## src/rtl/decoder_scan_pkg.sv

```systemverilog
// rtl/decoder_scan_pkg.sv - shared state type and one-hot encoder for decoder_scan_n
package decoder_scan_pkg;

    typedef enum logic [1:0] {
        IDLE = 2'd0,
        DEC  = 2'd1,
        SCAN = 2'd2
    } state_t;

    // Widest decoder the encoder supports (SEL_W up to 8).
    localparam int MAX_OUT = 256;

    // One-hot of line i among n lines; an index at or beyond n yields all zeros.
    function automatic logic [MAX_OUT-1:0] onehot(input logic [7:0] i, input logic [8:0] n);
        logic [MAX_OUT-1:0] oh;
        oh = '0;
        if ({1'b0, i} < n) begin
            oh[i] = 1'b1;
        end
        return oh;
    endfunction

endpackage

```

## src/rtl/dwell_timer.sv

```systemverilog
// rtl/dwell_timer.sv - loadable dwell counter with terminal count and synchronous clear
module dwell_timer #(
    parameter int DWELL_W = 8
) (
    input  logic               clk,
    input  logic               rst_n,
    input  logic               load,
    input  logic               clr,
    input  logic               run,
    input  logic [DWELL_W-1:0] limit_in,
    output logic               tc
);

    logic [DWELL_W-1:0] limit;
    logic [DWELL_W-1:0] cnt;

    assign tc = (cnt == limit);

    // load also restarts the count so a fresh line gets its full dwell
    always_ff @(posedge clk or negedge rst_n) begin
        if (!rst_n) begin
            limit <= '0;
            cnt   <= '0;
        end else if (load) begin
            limit <= limit_in;
            cnt   <= '0;
        end else if (clr) begin
            cnt <= '0;
        end else if (run) begin
            cnt <= tc ? '0 : cnt + 1'b1;
        end
    end

endmodule

```

## src/rtl/decoder_scan_n.sv

```systemverilog
// rtl/decoder_scan_n.sv - registered N-to-2^N decoder with auto-scan; DECODER_SCAN_ACTIVE_LOW_EN selects one-cold out
module decoder_scan_n
    import decoder_scan_pkg::*;
#(
    parameter int SEL_W   = 3,
    parameter int OUT_W   = 8,
    parameter int DWELL_W = 8
) (
    input  logic               clk,
    input  logic               rst_n,
    input  logic               en,
    input  logic               mode,
    input  logic               load,
    input  logic [SEL_W-1:0]   sel,
    input  logic [DWELL_W-1:0] dwell,
    output logic [OUT_W-1:0]   out,
    output logic [SEL_W-1:0]   idx,
    output logic               wrap,
    output logic               err
);

    localparam logic [SEL_W:0]   OUT_W_X = (SEL_W+1)'(OUT_W);
    localparam logic [SEL_W-1:0] LAST    = SEL_W'(OUT_W-1);

`ifdef DECODER_SCAN_ACTIVE_LOW_EN
    localparam logic [OUT_W-1:0] POL = '1;
`else
    localparam logic [OUT_W-1:0] POL = '0;
`endif

    state_t             state, state_n;
    logic [SEL_W-1:0]   idx_n;
    logic [OUT_W-1:0]   out_n;
    logic               wrap_n, err_n;
    logic               t_load, t_clr, t_run, tc;
    logic               sel_bad, idx_bad;

    assign sel_bad = ({1'b0, sel} >= OUT_W_X);
    assign idx_bad = ({1'b0, idx} >= OUT_W_X);

    dwell_timer #(.DWELL_W(DWELL_W)) u_timer (
        .clk      (clk),
        .rst_n    (rst_n),
        .load     (t_load),
        .clr      (t_clr),
        .run      (t_run),
        .limit_in (dwell),
        .tc       (tc)
    );

    // A load outranks a terminal count; disable outranks everything.
    always_comb begin
        state_n = state;
        idx_n   = idx;
        wrap_n  = 1'b0;
        err_n   = err;
        t_load  = 1'b0;
        t_run   = 1'b0;
        if (!en) begin
            state_n = IDLE;
        end else if (load) begin
            state_n = mode ? SCAN : DEC;
            idx_n   = sel;
            err_n   = sel_bad;
            t_load  = mode;
        end else if (state == SCAN) begin
            t_run = 1'b1;
            if (tc) begin
                if (idx == LAST) begin
                    idx_n  = '0;
                    wrap_n = 1'b1;
                end else if (idx_bad) begin
                    idx_n = '0;
                end else begin
                    idx_n = idx + 1'b1;
                end
            end
        end
        t_clr = (state_n != SCAN);
        out_n = POL;
        if (state_n != IDLE) begin
            out_n = POL ^ OUT_W'(onehot(8'(idx_n), 9'(OUT_W)));
        end
    end

    always_ff @(posedge clk or negedge rst_n) begin
        if (!rst_n) begin
            state <= IDLE;
            idx   <= '0;
            out   <= POL;
            wrap  <= 1'b0;
            err   <= 1'b0;
        end else begin
            state <= state_n;
            idx   <= idx_n;
            out   <= out_n;
            wrap  <= wrap_n;
            err   <= err_n;
        end
    end

endmodule

```

## config.mk

```make
export PLATFORM = sky130hd
export DESIGN_NAME = decoder_scan_n
export DESIGN_NICKNAME = d
export VERILOG_FILES = /design/src/rtl/decoder_scan_pkg.sv /design/src/rtl/dwell_timer.sv /design/src/rtl/decoder_scan_n.sv
export SDC_FILE = /design/constraint.sdc
export NUM_CORES = 1
export LEC_CHECK = 0
export BUFFER_PORTS_ARGS = -buffer_cell sky130_fd_sc_hd__buf_2
export CAP_MARGIN = 10
export CORE_ASPECT_RATIO = 0.5
export CORE_MARGIN = 2
export CORE_UTILIZATION = 51
export DETAILED_ROUTE_END_ITERATION = 8
export PLACE_DENSITY = 0.73
export SETUP_SLACK_MARGIN = 0.2
export SKIP_LAST_GASP = 1
export SLEW_MARGIN = 20
export SYNTH_ARGS = -nofsm -noshare
export SYNTH_HDL_FRONTEND = slang
export SYNTH_SLANG_ARGS = --single-unit
```

## constraint.sdc

```tcl
create_clock -name clk -period 3.8 [get_ports clk]
set_input_delay 0.76 -clock clk [delete_from_list [all_inputs] [get_ports clk]]
set_output_delay 0.76 -clock clk [all_outputs]
set_load 0.03 [all_outputs]
```

==> load_flow_metrics.sql <==
INSERT INTO impl_metrics (metric_group, metric, value, unit) VALUES
('outcome', 'outcome', 'finished, final reports clean', ''),
('clock_tree', 'cts_sinks', '30', ''),
('synth', 'most_common_flop_cell_mapped_by_yosys', 'dfrtp_1', ''),
('worst_setup_path', 'crit_chain', 'xnor2_1, nand4_1, nor4_1, o21ai_0, nor3_1', ''),
('final_layout', 'layout-area-overhead-vs-synth', '19.3', '%'),
('synth', 'synth.cells.most_frequent', 'dfrtp_1 (30), nor2_1 (13), xnor2_1 (11)', ''),
('global_routing', 'globalRoute.totalOverflow', '0', ''),
('final_layout', 'drive_above_1_share', '32.5', '%'),
('synth', 'synth_cell_types', '32', ''),
('synth', 'syn-cell-area', '0.00141', 'sq mm'),
('synth', 'yosys-top-cells-area', 'dfrtp_1 (53%), xnor2_1 (6.8%), mux2_2 (6.4%), nor2_1 (3.5%), nor3_2 (2.8%)', ''),
('die', 'coreArea', '0.00262', 'sq mm'),
('sta', 'rsz_0062_raised_after_global_routing', 'no', ''),
('placement', 'detailedPlacementHpwl', '1870', 'um'),
('drt', 'ant_nets', '0', ''),
('die', 'dieWidth', '78.5', 'um'),
('placement', 'placement.io_buffers', '27', ''),
('worst_setup_path', 'cp_max_fo', '5', ''),
('final_layout', 'inserted_diodes', '0', ''),
('global_routing', 'global_route.usage.total', '18.5', '%'),
('synth', 'postSynthRegisterBits', '30', ''),
('synth', 'syn_inst', '128', ''),
('placement', 'place_congestion', '0.875', ''),
('worst_setup_path', 'startpoint_type', 'flop', ''),
('global_routing', 'grt_antenna_before_repair', '0', ''),
('synth', 'synthDominantCellAreaShare', '53.1', '%'),
('die', 'dieArea', '0.00323', 'sq mm'),
('global_routing', 'grt_pass1_wl', '4080', 'um'),
('sta', 'fin_skew', '0.00597', 'ns'),
('final_layout', 'layout.nets', '178', ''),
('drt', 'avgViaCountPerCell', '5.14', ''),
('die', 'floorplan.rows', '13', ''),
('synth', 'synth_nets', '147', ''),
('pwr', 'power_per_cell_area', '483', 'mW/mm^2'),
('die', 'floorplan.io_pins', '29', ''),
('synth', 'synth_most_common_cell', 'dfrtp_1', ''),
('drt', 'drtPass1Iterations', '4', ''),
('worst_setup_path', 'worst-endpoint-required', '3.99', 'ns'),
('clock_tree', 'insertion_delay', '0.28', 'ns'),
('sta', 'slew_headroom', '58.2', '%'),
('drt', 'drt-wirelength-per-cell', '12.7', 'um'),
('worst_setup_path', 'critical-path-slowest-cell', 'nor4_1', ''),
('job', 'cap_viol_max_count', '0', ''),
('final_layout', 'finalNonFillerCells', '197', ''),
('sta', 'setup-tns-final', '0', 'ns'),
('worst_setup_path', 'cp.arrival', '2.22', 'ns'),
('sta', 'fmax', '493', 'MHz'),
('worst_setup_path', 'crit_start', 'u_timer.cnt[0]$_DFFE_PN0P_', ''),
('worst_setup_path', 'slowest_delay', '0.54', 'ns'),
('sta', 'timing.final.setup_violations', '0', ''),
('pwr', 'total_power', '814', 'uW'),
('placement', 'dpl_cells', '189', ''),
('drt', 'drt_first_iter_violations', '100', ''),
('die', 'initial_core_util', '54.0', '%'),
('worst_setup_path', 'criticalPathCategory', 'flop to flop', ''),
('clock_tree', 'tritoncts', 'built', ''),
('worst_hold_path', 'hold_crit_path_type', 'input port to async pin', ''),
('sta', 'layout_worst_path_cycle_share', '53.4', '%'),
('clock_tree', 'clk_pin_slew_worst_paths', '0.06', 'ns'),
('sta', 'final-hold-violation-count', '0', ''),
('sta', 'max_slew.worst_pin.slew', '0.628', 'ns'),
('global_routing', 'via_count_of_the_first_global_routing_pass', '928', ''),
('worst_setup_path', 'crit-reg2reg-launch', 'u_timer.cnt[0]$_DFFE_PN0P_', ''),
('clock_tree', 'clockBufferDepth', '2', ''),
('synth', 'yosys_warnings', '0', ''),
('sta', 'final-max-slew-violation-count', '0', ''),
('clock_tree', 'cts_hold_buffers', '0', ''),
('synth', 'ys_seq_area_share', '53.1', '%'),
('clock_tree', 'postCtsSetupBuffers', '0', ''),
('drt', 'routed_via_count', '1013', ''),
('clock_tree', 'cts_resized', '0', '');
## report_power, final
group          switching [uW]  leakage, uW  internal (uW)
logic                    81.0     0.000334           57.0
registers                20.3     0.000393            347
clock network             117    0.0000579            192
total                     218     0.000785            596
## through the flow
step           setup slack [ns]  util (%)  cell area (sq um)  hold slack (ns)
2_1_floorplan              1.73         -               1410            0.464
3_3_place_gp               1.67      60.2               1580            0.514
3_5_place_dp               1.60      60.2               1580            0.518
4_1_cts                    1.79      64.4               1690            0.507
5_1_grt                    1.52      64.4               1690            0.540
6_report                   1.77      64.4               1690            0.488
## placed cells by master, fill, tap and decap left out, types with 2 or more instances in the layout
| cell | n |
|---|---|
| and4_1 | 3 |
| clkbuf_8 | 5 |
| nor3_1 | 5 |
| nand3_1 | 5 |
| nor2b_1 | 2 |
| mux2_2 | 8 |
| a21oi_1 | 4 |
| dfrtp_1 | 30 |
| nor2_1 | 13 |
| inv_1 | 4 |
| xnor2_1 | 11 |
| nand4_1 | 3 |
| and3_1 | 4 |
| xor2_1 | 3 |
| nor4_1 | 2 |
| o311ai_1 | 2 |
| ha_1 | 3 |
| nor3_2 | 4 |
| clkinv_2 | 2 |
| buf_2 | 27 |
| nand2_1 | 7 |
## logic make-up after synthesis
kind of cell | synth area share [%]
muxes | 6.37
xor gates and xnor gates | 8.67
and+or+nand+nor | 21.9
buffers and inverters | 2.57
DFF | 53.1
AOI/OAI and AO/OA | 4.42
adders and majority gates | 2.66
other | 0.265
## registers in the layout, summed over array words and instances, names as in the netlist
| register | count |
|---|---|
| u_timer.limit | 8 |
| state | 2 |
| idx | 3 |
| out | 8 |
| u_timer.cnt | 8 |
| wrap | 1 |
## path summary, 6_finish.rpt
kind | endpoint | slack, ns | depth (start not counted)
min | u_timer.limit[1]$_DFFE_PN0P_ | 0.49 | 1
max in group asynchronous | wrap$_DFF_PN0_ | 2.90 | 1
min in group clk | u_timer.limit[4]$_DFFE_PN0P_ | 0.53 | 1
max reg2reg | out[3]$_DFF_PN0_ | 1.77 | 5
max | out[3]$_DFF_PN0_ | 1.77 | 5
min reg2reg | u_timer.limit[4]$_DFFE_PN0P_ | 0.53 | 1
## area by class of cell
class,count,area (sq um)
clock buffers,5,68.8
flip-flops and latches,30,751
repair buffers,27,135
fillers,211,932
clock inverters,3,40.0
multi-input cells,90,627
inverters,5,18.8
well taps,37,46.3
## metal layers
metal  global-route usage (%)  wire, um  share of wire [%]
met1                     20.6      1210                 48
met4                     13.6        42                1.7
met5                        0         0                  0
met3                     6.61       115                4.6
met2                     31.5      1140                 45
## critical path: cells and delay by family (launching register included)
kind,cells,cell delay (ns)
and+or+nand+nor,3,1.02
DFF,1,0.43
AOI/OAI and AO/OA,1,0.29
xor gates and xnor gates,1,0.20
(Power assumes the default switching activity.)
